===== src/rtl/mem_ctrl_fsm.sv =====
// Memory controller sitting between the IF/MEM pipeline stages and a single
// byte-wide RAM port. Each request is split into little-endian byte accesses;
// read bytes are assembled into a word and handed back with a one-cycle done.
//
//   state   | meaning
//   --------+----------------------------------------------------------
//   S_IDLE  | RAM port quiet; accept MEM request first, else IF fetch
//   S_READ  | issue byte addresses, capture each byte one cycle later
//   S_WRITE | drive one byte per cycle with the write strobe high
//   S_DONE  | one-cycle done pulse to the owner; requests not sampled
module mem_ctrl_fsm #(
   parameter int AW = 32
) (
   input  logic          clk,
   input  logic          rst,
   input  logic          if_req_i,
   input  logic [AW-1:0] if_addr_i,
   output logic          if_done_o,
   output logic [31:0]   if_inst_o,
   input  logic          mem_req_i,
   input  logic          mem_we_i,
   input  logic [1:0]    mem_size_i,
   input  logic [AW-1:0] mem_addr_i,
   input  logic [31:0]   mem_wdata_i,
   output logic          mem_done_o,
   output logic [31:0]   mem_rdata_o,
   output logic          if_stall_req_o,
   output logic          mem_stall_req_o,
   input  logic [7:0]    ram_din_i,
   output logic [7:0]    ram_dout_o,
   output logic [AW-1:0] ram_addr_o,
   output logic          ram_wr_o
);

   typedef enum logic [1:0] {S_IDLE, S_READ, S_WRITE, S_DONE} state_t;

   state_t        state_q, state_d;
   logic          owner_mem_q, owner_mem_d;
   logic [AW-1:0] base_q, base_d;
   logic [2:0]    n_q, n_d;
   logic [2:0]    cnt_q, cnt_d;
   logic [31:0]   wdata_q, wdata_d;
   logic [31:0]   buf_q, buf_d;
   logic [31:0]   if_inst_q, if_inst_d;
   logic [31:0]   mem_rdata_q, mem_rdata_d;
   logic [2:0]    addr_off;

   // Next-state, datapath and RAM port decode; RAM outputs use registered state only.
   always_comb begin
      state_d     = state_q;
      owner_mem_d = owner_mem_q;
      base_d      = base_q;
      n_d         = n_q;
      cnt_d       = cnt_q;
      wdata_d     = wdata_q;
      buf_d       = buf_q;
      if_inst_d   = if_inst_q;
      mem_rdata_d = mem_rdata_q;
      addr_off    = 3'd0;
      ram_wr_o    = 1'b0;
      ram_dout_o  = 8'h00;
      ram_addr_o  = '0;
      if_done_o   = 1'b0;
      mem_done_o  = 1'b0;

      case (state_q)
         S_IDLE: begin
            if (mem_req_i) begin
               owner_mem_d = 1'b1;
               base_d      = mem_addr_i;
               wdata_d     = mem_wdata_i;
               cnt_d       = 3'd0;
               buf_d       = 32'h0;
               case (mem_size_i)
                  2'd0:    n_d = 3'd1;
                  2'd1:    n_d = 3'd2;
                  default: n_d = 3'd4;
               endcase
               state_d = mem_we_i ? S_WRITE : S_READ;
            end else if (if_req_i) begin
               owner_mem_d = 1'b0;
               base_d      = if_addr_i;
               n_d         = 3'd4;
               cnt_d       = 3'd0;
               buf_d       = 32'h0;
               state_d     = S_READ;
            end
         end
         S_WRITE: begin
            ram_wr_o   = 1'b1;
            ram_addr_o = base_q + AW'(cnt_q);
            case (cnt_q[1:0])
               2'd0: ram_dout_o = wdata_q[7:0];
               2'd1: ram_dout_o = wdata_q[15:8];
               2'd2: ram_dout_o = wdata_q[23:16];
               default: ram_dout_o = wdata_q[31:24];
            endcase
            cnt_d = cnt_q + 3'd1;
            if (cnt_q == n_q - 3'd1) state_d = S_DONE;
         end
         S_READ: begin
            // The final cycle only collects the last byte, so the address stays put.
            addr_off   = (cnt_q < n_q) ? cnt_q : n_q - 3'd1;
            ram_addr_o = base_q + AW'(addr_off);
            case (cnt_q)
               3'd1: buf_d[7:0]   = ram_din_i;
               3'd2: buf_d[15:8]  = ram_din_i;
               3'd3: buf_d[23:16] = ram_din_i;
               3'd4: buf_d[31:24] = ram_din_i;
               default: ;
            endcase
            cnt_d = cnt_q + 3'd1;
            if (cnt_q == n_q) begin
               state_d = S_DONE;
               if (owner_mem_q) mem_rdata_d = buf_d;
               else             if_inst_d   = buf_d;
            end
         end
         S_DONE: begin
            if_done_o  = ~owner_mem_q;
            mem_done_o = owner_mem_q;
            state_d    = S_IDLE;
         end
         default: state_d = S_IDLE;
      endcase
   end

   assign if_inst_o       = if_inst_q;
   assign mem_rdata_o     = mem_rdata_q;
   assign if_stall_req_o  = if_req_i & ~if_done_o;
   assign mem_stall_req_o = mem_req_i & ~mem_done_o;

   // State and datapath registers with synchronous reset.
   always_ff @(posedge clk) begin
      if (rst) begin
         state_q     <= S_IDLE;
         owner_mem_q <= 1'b0;
         base_q      <= '0;
         n_q         <= 3'd0;
         cnt_q       <= 3'd0;
         wdata_q     <= 32'h0;
         buf_q       <= 32'h0;
         if_inst_q   <= 32'h0;
         mem_rdata_q <= 32'h0;
      end else begin
         state_q     <= state_d;
         owner_mem_q <= owner_mem_d;
         base_q      <= base_d;
         n_q         <= n_d;
         cnt_q       <= cnt_d;
         wdata_q     <= wdata_d;
         buf_q       <= buf_d;
         if_inst_q   <= if_inst_d;
         mem_rdata_q <= mem_rdata_d;
      end
   end

endmodule


===== config.mk =====
export PLATFORM = sky130hd
export DESIGN_NAME = mem_ctrl_fsm
export DESIGN_NICKNAME = d
export VERILOG_FILES = /design/src/rtl/mem_ctrl_fsm.sv
export SDC_FILE = /design/constraint.sdc
export NUM_CORES = 1
export LEC_CHECK = 0
export BUFFER_PORTS_ARGS = -buffer_cell sky130_fd_sc_hd__buf_2
export CAP_MARGIN = 20
export CORE_MARGIN = 2
export CORE_UTILIZATION = 40
export DETAILED_ROUTE_END_ITERATION = 10
export PLACE_DENSITY = 0.65
export SLEW_MARGIN = 20
export SYNTH_ARGS = -nofsm -noshare
export SYNTH_HDL_FRONTEND = slang
export SYNTH_SLANG_ARGS = --single-unit

===== constraint.sdc =====
create_clock -name clk -period 3.8 [get_ports clk]
set_input_delay 0.57 -clock clk [delete_from_list [all_inputs] [get_ports clk]]
set_output_delay 0.57 -clock clk [all_outputs]
set_load 0.005 [all_outputs]

==> results of run 1 <==
==> worst paths after layout <==
| path | from | endpoint | slack (ns) | depth (start not counted) |
|---|---|---|---|---|
| max | n_q[1] | ram_addr_o[25] | 0.09 | 17 |
| min | mem_wdata_i[13] | wdata_q[13] | 0.37 | 3 |
| max reg2reg | cnt_q[1] | buf_q[22] | 1.19 | 7 |
| min reg2reg | wdata_q[14] | wdata_q[14] | 0.46 | 2 |
==> cell families after synthesis <==
family	share of synthesized area
simple gates	0.187
compound gates	0.186
flops	0.437
buf+inv	0.0425
mux	0.0840
xor+xnor	0.0351
fa+ha+maj	0.0284
==> where the power goes <==
part / total, W / internal [W] / switching [W]
clock: 0.00164 / 0.000896 / 0.000742
sequential: 0.00239 / 0.00211 / 0.000278
combinational: 0.00214 / 0.000879 / 0.00127
==> flip-flops by register name, summed over array words and instances, names as in the netlist <==
signal       cells
state_q          2
if_inst_o       32
owner_mem_q      1
n_q              3
base_q          32
buf_q           32
wdata_q         32
mem_rdata_o     32
cnt_q            3
==> placed cells by master, fill, tap and decap left out, types with 12 or more instances in the layout <==
master,n
sky130_fd_sc_hd__buf_2,218
sky130_fd_sc_hd__a21oi_1,48
sky130_fd_sc_hd__mux2i_1,65
sky130_fd_sc_hd__a22oi_1,33
sky130_fd_sc_hd__nand3_1,14
sky130_fd_sc_hd__ha_1,12
sky130_fd_sc_hd__clkbuf_16,17
sky130_fd_sc_hd__nand2_1,79
sky130_fd_sc_hd__buf_4,22
sky130_fd_sc_hd__nor2_1,184
sky130_fd_sc_hd__a211oi_1,97
sky130_fd_sc_hd__xor2_1,19
sky130_fd_sc_hd__dfxtp_1,165
==> layer usage <==
metal / GRT usage / wire (um) / vias up
met5: 0 / 0 / -
met4: 0.0578 / 265 / 0
met3: 0.0379 / 1080 / 21
met2: 0.326 / 9560 / 200
met1: 0.276 / 10100 / 3283
li1: - / - / 3583
==> final cells by class <==
cell class / count / area (um2)
fill: 1828 / 8980
multi-input combinational: 657 / 4210
sequential: 169 / 3390
timing repair buffer: 245 / 1320
clock buffer: 20 / 467
tap: 260 / 325
clock inverter: 12 / 91.3
inverter: 11 / 41.3
==> Yosys cell counts (2+ instances only) <==
master / number / area (um2)
sky130_fd_sc_hd__a211oi_1: 98 / 736
sky130_fd_sc_hd__a21o_1: 3 / 22.5
sky130_fd_sc_hd__a21oi_1: 50 / 250
sky130_fd_sc_hd__a222oi_1: 8 / 80.1
sky130_fd_sc_hd__a22oi_1: 33 / 248
sky130_fd_sc_hd__and2_1: 9 / 56.3
sky130_fd_sc_hd__and3_1: 8 / 50.1
sky130_fd_sc_hd__and4_1: 3 / 26.3
sky130_fd_sc_hd__buf_1: 9 / 33.8
sky130_fd_sc_hd__buf_2: 2 / 10.0
sky130_fd_sc_hd__clkbuf_1: 65 / 244
sky130_fd_sc_hd__dfxtp_1: 169 / 3380
sky130_fd_sc_hd__ha_1: 16 / 200
sky130_fd_sc_hd__inv_1: 10 / 37.5
sky130_fd_sc_hd__mux2i_1: 65 / 651
sky130_fd_sc_hd__nand2_1: 82 / 308
sky130_fd_sc_hd__nand3_1: 16 / 80.1
sky130_fd_sc_hd__nand4_1: 11 / 68.8
sky130_fd_sc_hd__nand4_4: 2 / 42.5
sky130_fd_sc_hd__nor2_1: 186 / 698
sky130_fd_sc_hd__nor2b_1: 7 / 43.8
sky130_fd_sc_hd__nor3_1: 4 / 20.0
sky130_fd_sc_hd__o21a_1: 2 / 15.0
sky130_fd_sc_hd__o21ai_0: 11 / 55.1
sky130_fd_sc_hd__o21ai_1: 2 / 10.0
sky130_fd_sc_hd__or3_1: 2 / 12.5
sky130_fd_sc_hd__xnor2_1: 12 / 105
sky130_fd_sc_hd__xor2_1: 19 / 166
==> per-stage QoR <==
| stage | std cells | cell area (um2) | total power [W] |
|---|---|---|---|
| after CTS | 1369 | 9700 | 0.00612 |
| after detailed placement | 1333 | 9040 | 0.00441 |
| after global placement | 1333 | 9040 | 0.00438 |
| final | 1374 | 9850 | 0.00617 |
| after global routing | 1374 | 9850 | 0.00660 |
| after floorplan | 913 | 7740 | 0.00369 |
==> worst register-to-register path, cell delays in order (launching register included) <==
cell and delay, ns:
sky130_fd_sc_hd__dfxtp_2 0.35, sky130_fd_sc_hd__buf_4 0.16, sky130_fd_sc_hd__ha_1 0.60, sky130_fd_sc_hd__ha_1 0.66, sky130_fd_sc_hd__and2_1 0.21, sky130_fd_sc_hd__o21ai_1 0.19
sky130_fd_sc_hd__a22oi_1 0.25, sky130_fd_sc_hd__nor2_1 0.06
==> repair_timing <==
item,in CTS,in global routing
pin swaps,8,19
gates resized for setup,16,29
setup buffers,4,5
setup endpoints to repair,26,28
==> impl_metrics.toml, run 1 <==
[timing]
finalHoldViolCount = 0
timing.final.max_slew_violations = 0
fin_crit_sh = 0.977
finalWorstSetupSlack_ns = 0.0891
fin_worst_skew_ns = 0.0107
worstMarginPinSlew_ns = 0.875
hold-worst-slack_ns = 0.375
grt_setup_unrepaired = "true"
max_freq_ghz = 0.269
setup-tns-final_ns = 0
maxSlewHeadroom = 0.416
final.min_clock_period_ns = 3.71
timing.final.setup_violations = 0

[routing]
detail_route.first_pass.iterations = 6
avgRoutedWirePerCell_um = 15.2
drt-vias-per-instance = 5.16
wirelength_um = 20900
dr_total_vias = 7087
drt.antenna.violating_nets = 0
detail_route.drc_violations = 0
detailedRoute.firstIterationViolations = 425

[logic_synthesis]
average_cell_area_after_synthesis_um2 = 8.48
syn-cell-area_mm2 = 0.00774
synth_fp_nets = 1041
dominant_register_cell_in_the_synthesized_netlist = "sky130_fd_sc_hd__dfxtp_1"
post_synth_edffs = 0
synthArstFlopShare = 0
synthDistinctLibCells = 37
post_synthesis_cells = 913
postSynthRegisterBits = 169
synth_seq_area_share = 0.437
yosysWarningCount = 0

[global_routing]
grt_max_degree = 77
grt_pass1_wl_um = 33100
grt_use_total = 0.202
antenna_found_initial = 0
grt_pass1_vias = 6561
grt_overflow_total = 0

[place]
preCtsSetupSlack_ns = -0.00815
port_buffers = 219
detailed_place_hpwl_um = 14400
finalWeightedCongestion = 0.824

[final_layout]
antennaDiodeCount = 0
syn2layout_area_growth_pct = 27.2
fraction_of_final_layout_cells_sized_beyond_drive_strength_1 = 0.282
layout.core_utilization = 0.523
nNetsFinal = 1229

[critical_path]
path_class = "reg -> out"
worst-endpoint-arrival_ns = 3.14
crit_path_max_incr_delay_ns = 0.33
crit_path_frequent_cell = "sky130_fd_sc_hd__buf_6"
crit_buf_inv = 5
timing.critical_path.slowest_stage_cell = "sky130_fd_sc_hd__dfxtp_2"
worstSetupEndpointType = "primary output"
worst_path_dominant_cell_family = "compound AO/OA/AOI/OAI gates"
crit_path_cell_trace = "inv_2 > ha_4 > nor2b_4 > o21a_1 > o21ai_2 > buf_6 > nand2_2 > o21ai_2 > ha_4 > buf_6 > a21oi_4 > nand2_4 > buf_6 > nand4_1 > xor2_1 > nor2_1 > buf_2"
timing.critical_path.required_ns = 3.23
critical_path_peak_fanout = 5
setup.worst_path.start_class = "flip-flop"

[cts]
clockRootBuffer = "sky130_fd_sc_hd__clkbuf_16"
clock_latency_of_the_later_clocked_register_in_the_worst_skew_pair_ns = 0.43
cts_tree = "done"
cts_buffers = 17
post_cts_hold_buffer_count = 0
numClockSinks = 169
clock_tree.buffer_depth = 2
worst_setup_hold_path_clk_slew_ns = 0.07
cts.htree.levels = 4

[floorplanning]
initial_utilization = 0.411
placementRows = 50
floorplan.core_area_mm2 = 0.0188
ios = 220
die_width_um = 143
die_area_mm2 = 0.0205
fp.dieH_um = 143

[run_status]
run_status = "complete, no violations"

[job]
cap_viol_max_count = 0

[pwr]
powerDensity_mw_per_mm2 = 626
vdd_ir_drop_max_mv = 0.372
power_leakage_nw = 4.16

[min_path]
hold_path_class = "in -> reg"
(Power assumes the default switching activity.)
==> inputs of run 2 (changes only) <==
--- a/config.mk
+++ b/config.mk
@@ -7,10 +7,10 @@
 export LEC_CHECK = 0
 export BUFFER_PORTS_ARGS = -buffer_cell sky130_fd_sc_hd__buf_2
 export CAP_MARGIN = 20
-export CORE_MARGIN = 2
 export CORE_UTILIZATION = 40
 export DETAILED_ROUTE_END_ITERATION = 10
 export PLACE_DENSITY = 0.65
+export SKIP_CTS_REPAIR_TIMING = 1
 export SLEW_MARGIN = 20
 export SYNTH_ARGS = -nofsm -noshare
 export SYNTH_HDL_FRONTEND = slang
==> run 2 against run 1 <==
Against the previous run: critical endpoint is now ram_addr_o[30]; clock power is 12% higher; total power is 3.0% higher; utilization is 0.46 points higher; sequential share of layout area is 0.34 points lower.
==> impl_metrics.toml, run 2 (synthesis results as in run 1) <==
[final_layout]
syn2layout_area_growth_pct = 28.3
postLayoutCellArea_mm2 = 0.00994
n_fill_cell = 1791
layout.core_utilization = 0.528
nNetsFinal = 1228
final-seq-area_mm2 = 0.00339
fraction_of_final_layout_cells_sized_beyond_drive_strength_1 = 0.277
layout.cells.most_common = "sky130_fd_sc_hd__buf_2"
antennaDiodeCount = 0
multiInputGateArea_mm2 = 0.00424
mostFrequentLayoutCells = "sky130_fd_sc_hd__buf_2, sky130_fd_sc_hd__nor2_1, sky130_fd_sc_hd__dfxtp_1"

[timing]
worstMarginPinSlew_ns = 0.894
finalHoldViolCount = 0
final.min_clock_period_ns = 3.69
setup-tns-final_ns = 0
finalWorstSetupSlack_ns = 0.111
max_freq_ghz = 0.271
grt_setup_unrepaired = "true"
timing.final.max_slew_violations = 0
maxSlewHeadroom = 0.404
fin_worst_skew_ns = 0.00808
timing.final.setup_violations = 0
fin_crit_sh = 0.971

[cts]
cts_tree = "done"
clockRootBuffer = "sky130_fd_sc_hd__clkbuf_16"
clock_latency_of_the_later_clocked_register_in_the_worst_skew_pair_ns = 0.42
cts_buffers = 17
numClockSinks = 169
worst_setup_hold_path_clk_slew_ns = 0.07
clock_tree.buffer_depth = 2
cts.htree.levels = 4

[global_routing]
grt_use_total = 0.211
antenna_found_initial = 0
grt_overflow_total = 0
grt_pass1_vias = 6475
grt_pass1_wl_um = 33300
grt_max_degree = 72

[critical_path]
worst-endpoint-arrival_ns = 3.12
crit_cells = 16
crit_path_cell_trace = "inv_2 > ha_4 > nor2b_4 > o21a_1 > o21ai_2 > buf_6 > o21ai_4 > ha_4 > fa_2 > a21oi_4 > nor3_4 > buf_6 > nand4_1 > xor2_1 > nor2_1 > buf_2"
critical_path_peak_fanout = 5
setup.worst_path.start_class = "flip-flop"
ff2ff_path_depth = 8
crit_path_max_incr_delay_ns = 0.43
worstSetupEndpointType = "primary output"
timing.critical_path.slowest_stage_cell = "sky130_fd_sc_hd__fa_2"
timing.critical_path.required_ns = 3.23
reg2reg_from = "state_q[1]"
crit_buf_inv = 4
path_class = "reg -> out"
critical_path.startpoint = "n_q[1]"
worst_path_dominant_cell_family = "adder cells"

[routing]
dr_total_vias = 7061
drt-vias-per-instance = 5.15
detailedRoute.firstIterationViolations = 413
wirelength_um = 20900
drt.antenna.violating_nets = 0
detail_route.first_pass.iterations = 5
avgRoutedWirePerCell_um = 15.2
detail_route.drc_violations = 0

[floorplanning]
ios = 220
placementRows = 50
die_width_um = 141
fp.dieH_um = 141
die_area_mm2 = 0.0199
initial_utilization = 0.411
floorplan.core_area_mm2 = 0.0188

[min_path]
hold_path_class = "in -> reg"
min-delay-start = "mem_wdata_i[10]"
worst_hold_path.num_cells = 3

[place]
detailed_place_hpwl_um = 14500
placement.cell_area_mm2 = 0.00904
preCtsSetupSlack_ns = -0.0144
finalWeightedCongestion = 0.865
port_buffers = 219

[run_status]
run_status = "complete, no violations"

[pwr]
p_clk_frac = 0.290
vdd_ir_drop_max_mv = 0.365
internal_power_w = 0.00410
switching_power_w = 0.00225
sw_frac_of_total = 0.354
design_power_total_w = 0.00635
powerDensity_mw_per_mm2 = 639
power.share.combinational = 0.336
power_leakage_nw = 4.18
power.sequential.fraction = 0.374

[job]
cap_viol_max_count = 0
## run 2: path summary, 6_finish.rpt
| kind | to | slack (ns) |
|---|---|---|
| setup / recovery | ram_addr_o[30] | 0.11 |
| hold / removal | wdata_q[10] | 0.38 |
| setup reg to reg | if_inst_o[24] | 1.32 |
| hold reg to reg | wdata_q[21] | 0.46 |
## run 2: power by group through the flow
stage / Combinational [W] / Sequential [W] / Clock, W
after floorplan: 0.00133 / 0.00236 / 0
after global placement: 0.00198 / 0.00240 / 0
after detailed placement: 0.00201 / 0.00240 / 0
after CTS: 0.00202 / 0.00237 / 0.00188
after global routing: 0.00240 / 0.00242 / 0.00196
final: 0.00213 / 0.00238 / 0.00184
## run 2: area by class of cell
class	instances	area share
Multi-Input combinational cell	657	0.427
Clock buffer	21	0.0463
Timing Repair Buffer	244	0.133
Sequential cell	169	0.341
Tap cell	260	0.0327
Clock inverter	10	0.0167
Inverter	11	0.00416
## run 2: metal layers
metal  up-vias  global-route usage  share of wire
met4         0              0.0475         0.0087
met5         -                   0              0
li1       3585                   -              -
met2       183               0.346           0.47
met3        12              0.0431          0.050
met1      3281               0.284           0.47
## run 2: per-stage QoR
stage	hold WS (ns)	instances
final	0.377	1372
after global routing	0.366	1372
after CTS	0.364	1365
after detailed placement	0.449	1334
after global placement	0.442	1334
after floorplan	0.436	913
## run 2: worst min-delay path, stage by stage
cell and delay (ns):
sky130_fd_sc_hd__buf_2 0.09, sky130_fd_sc_hd__nand2_1 0.04, sky130_fd_sc_hd__a21oi_1 0.05
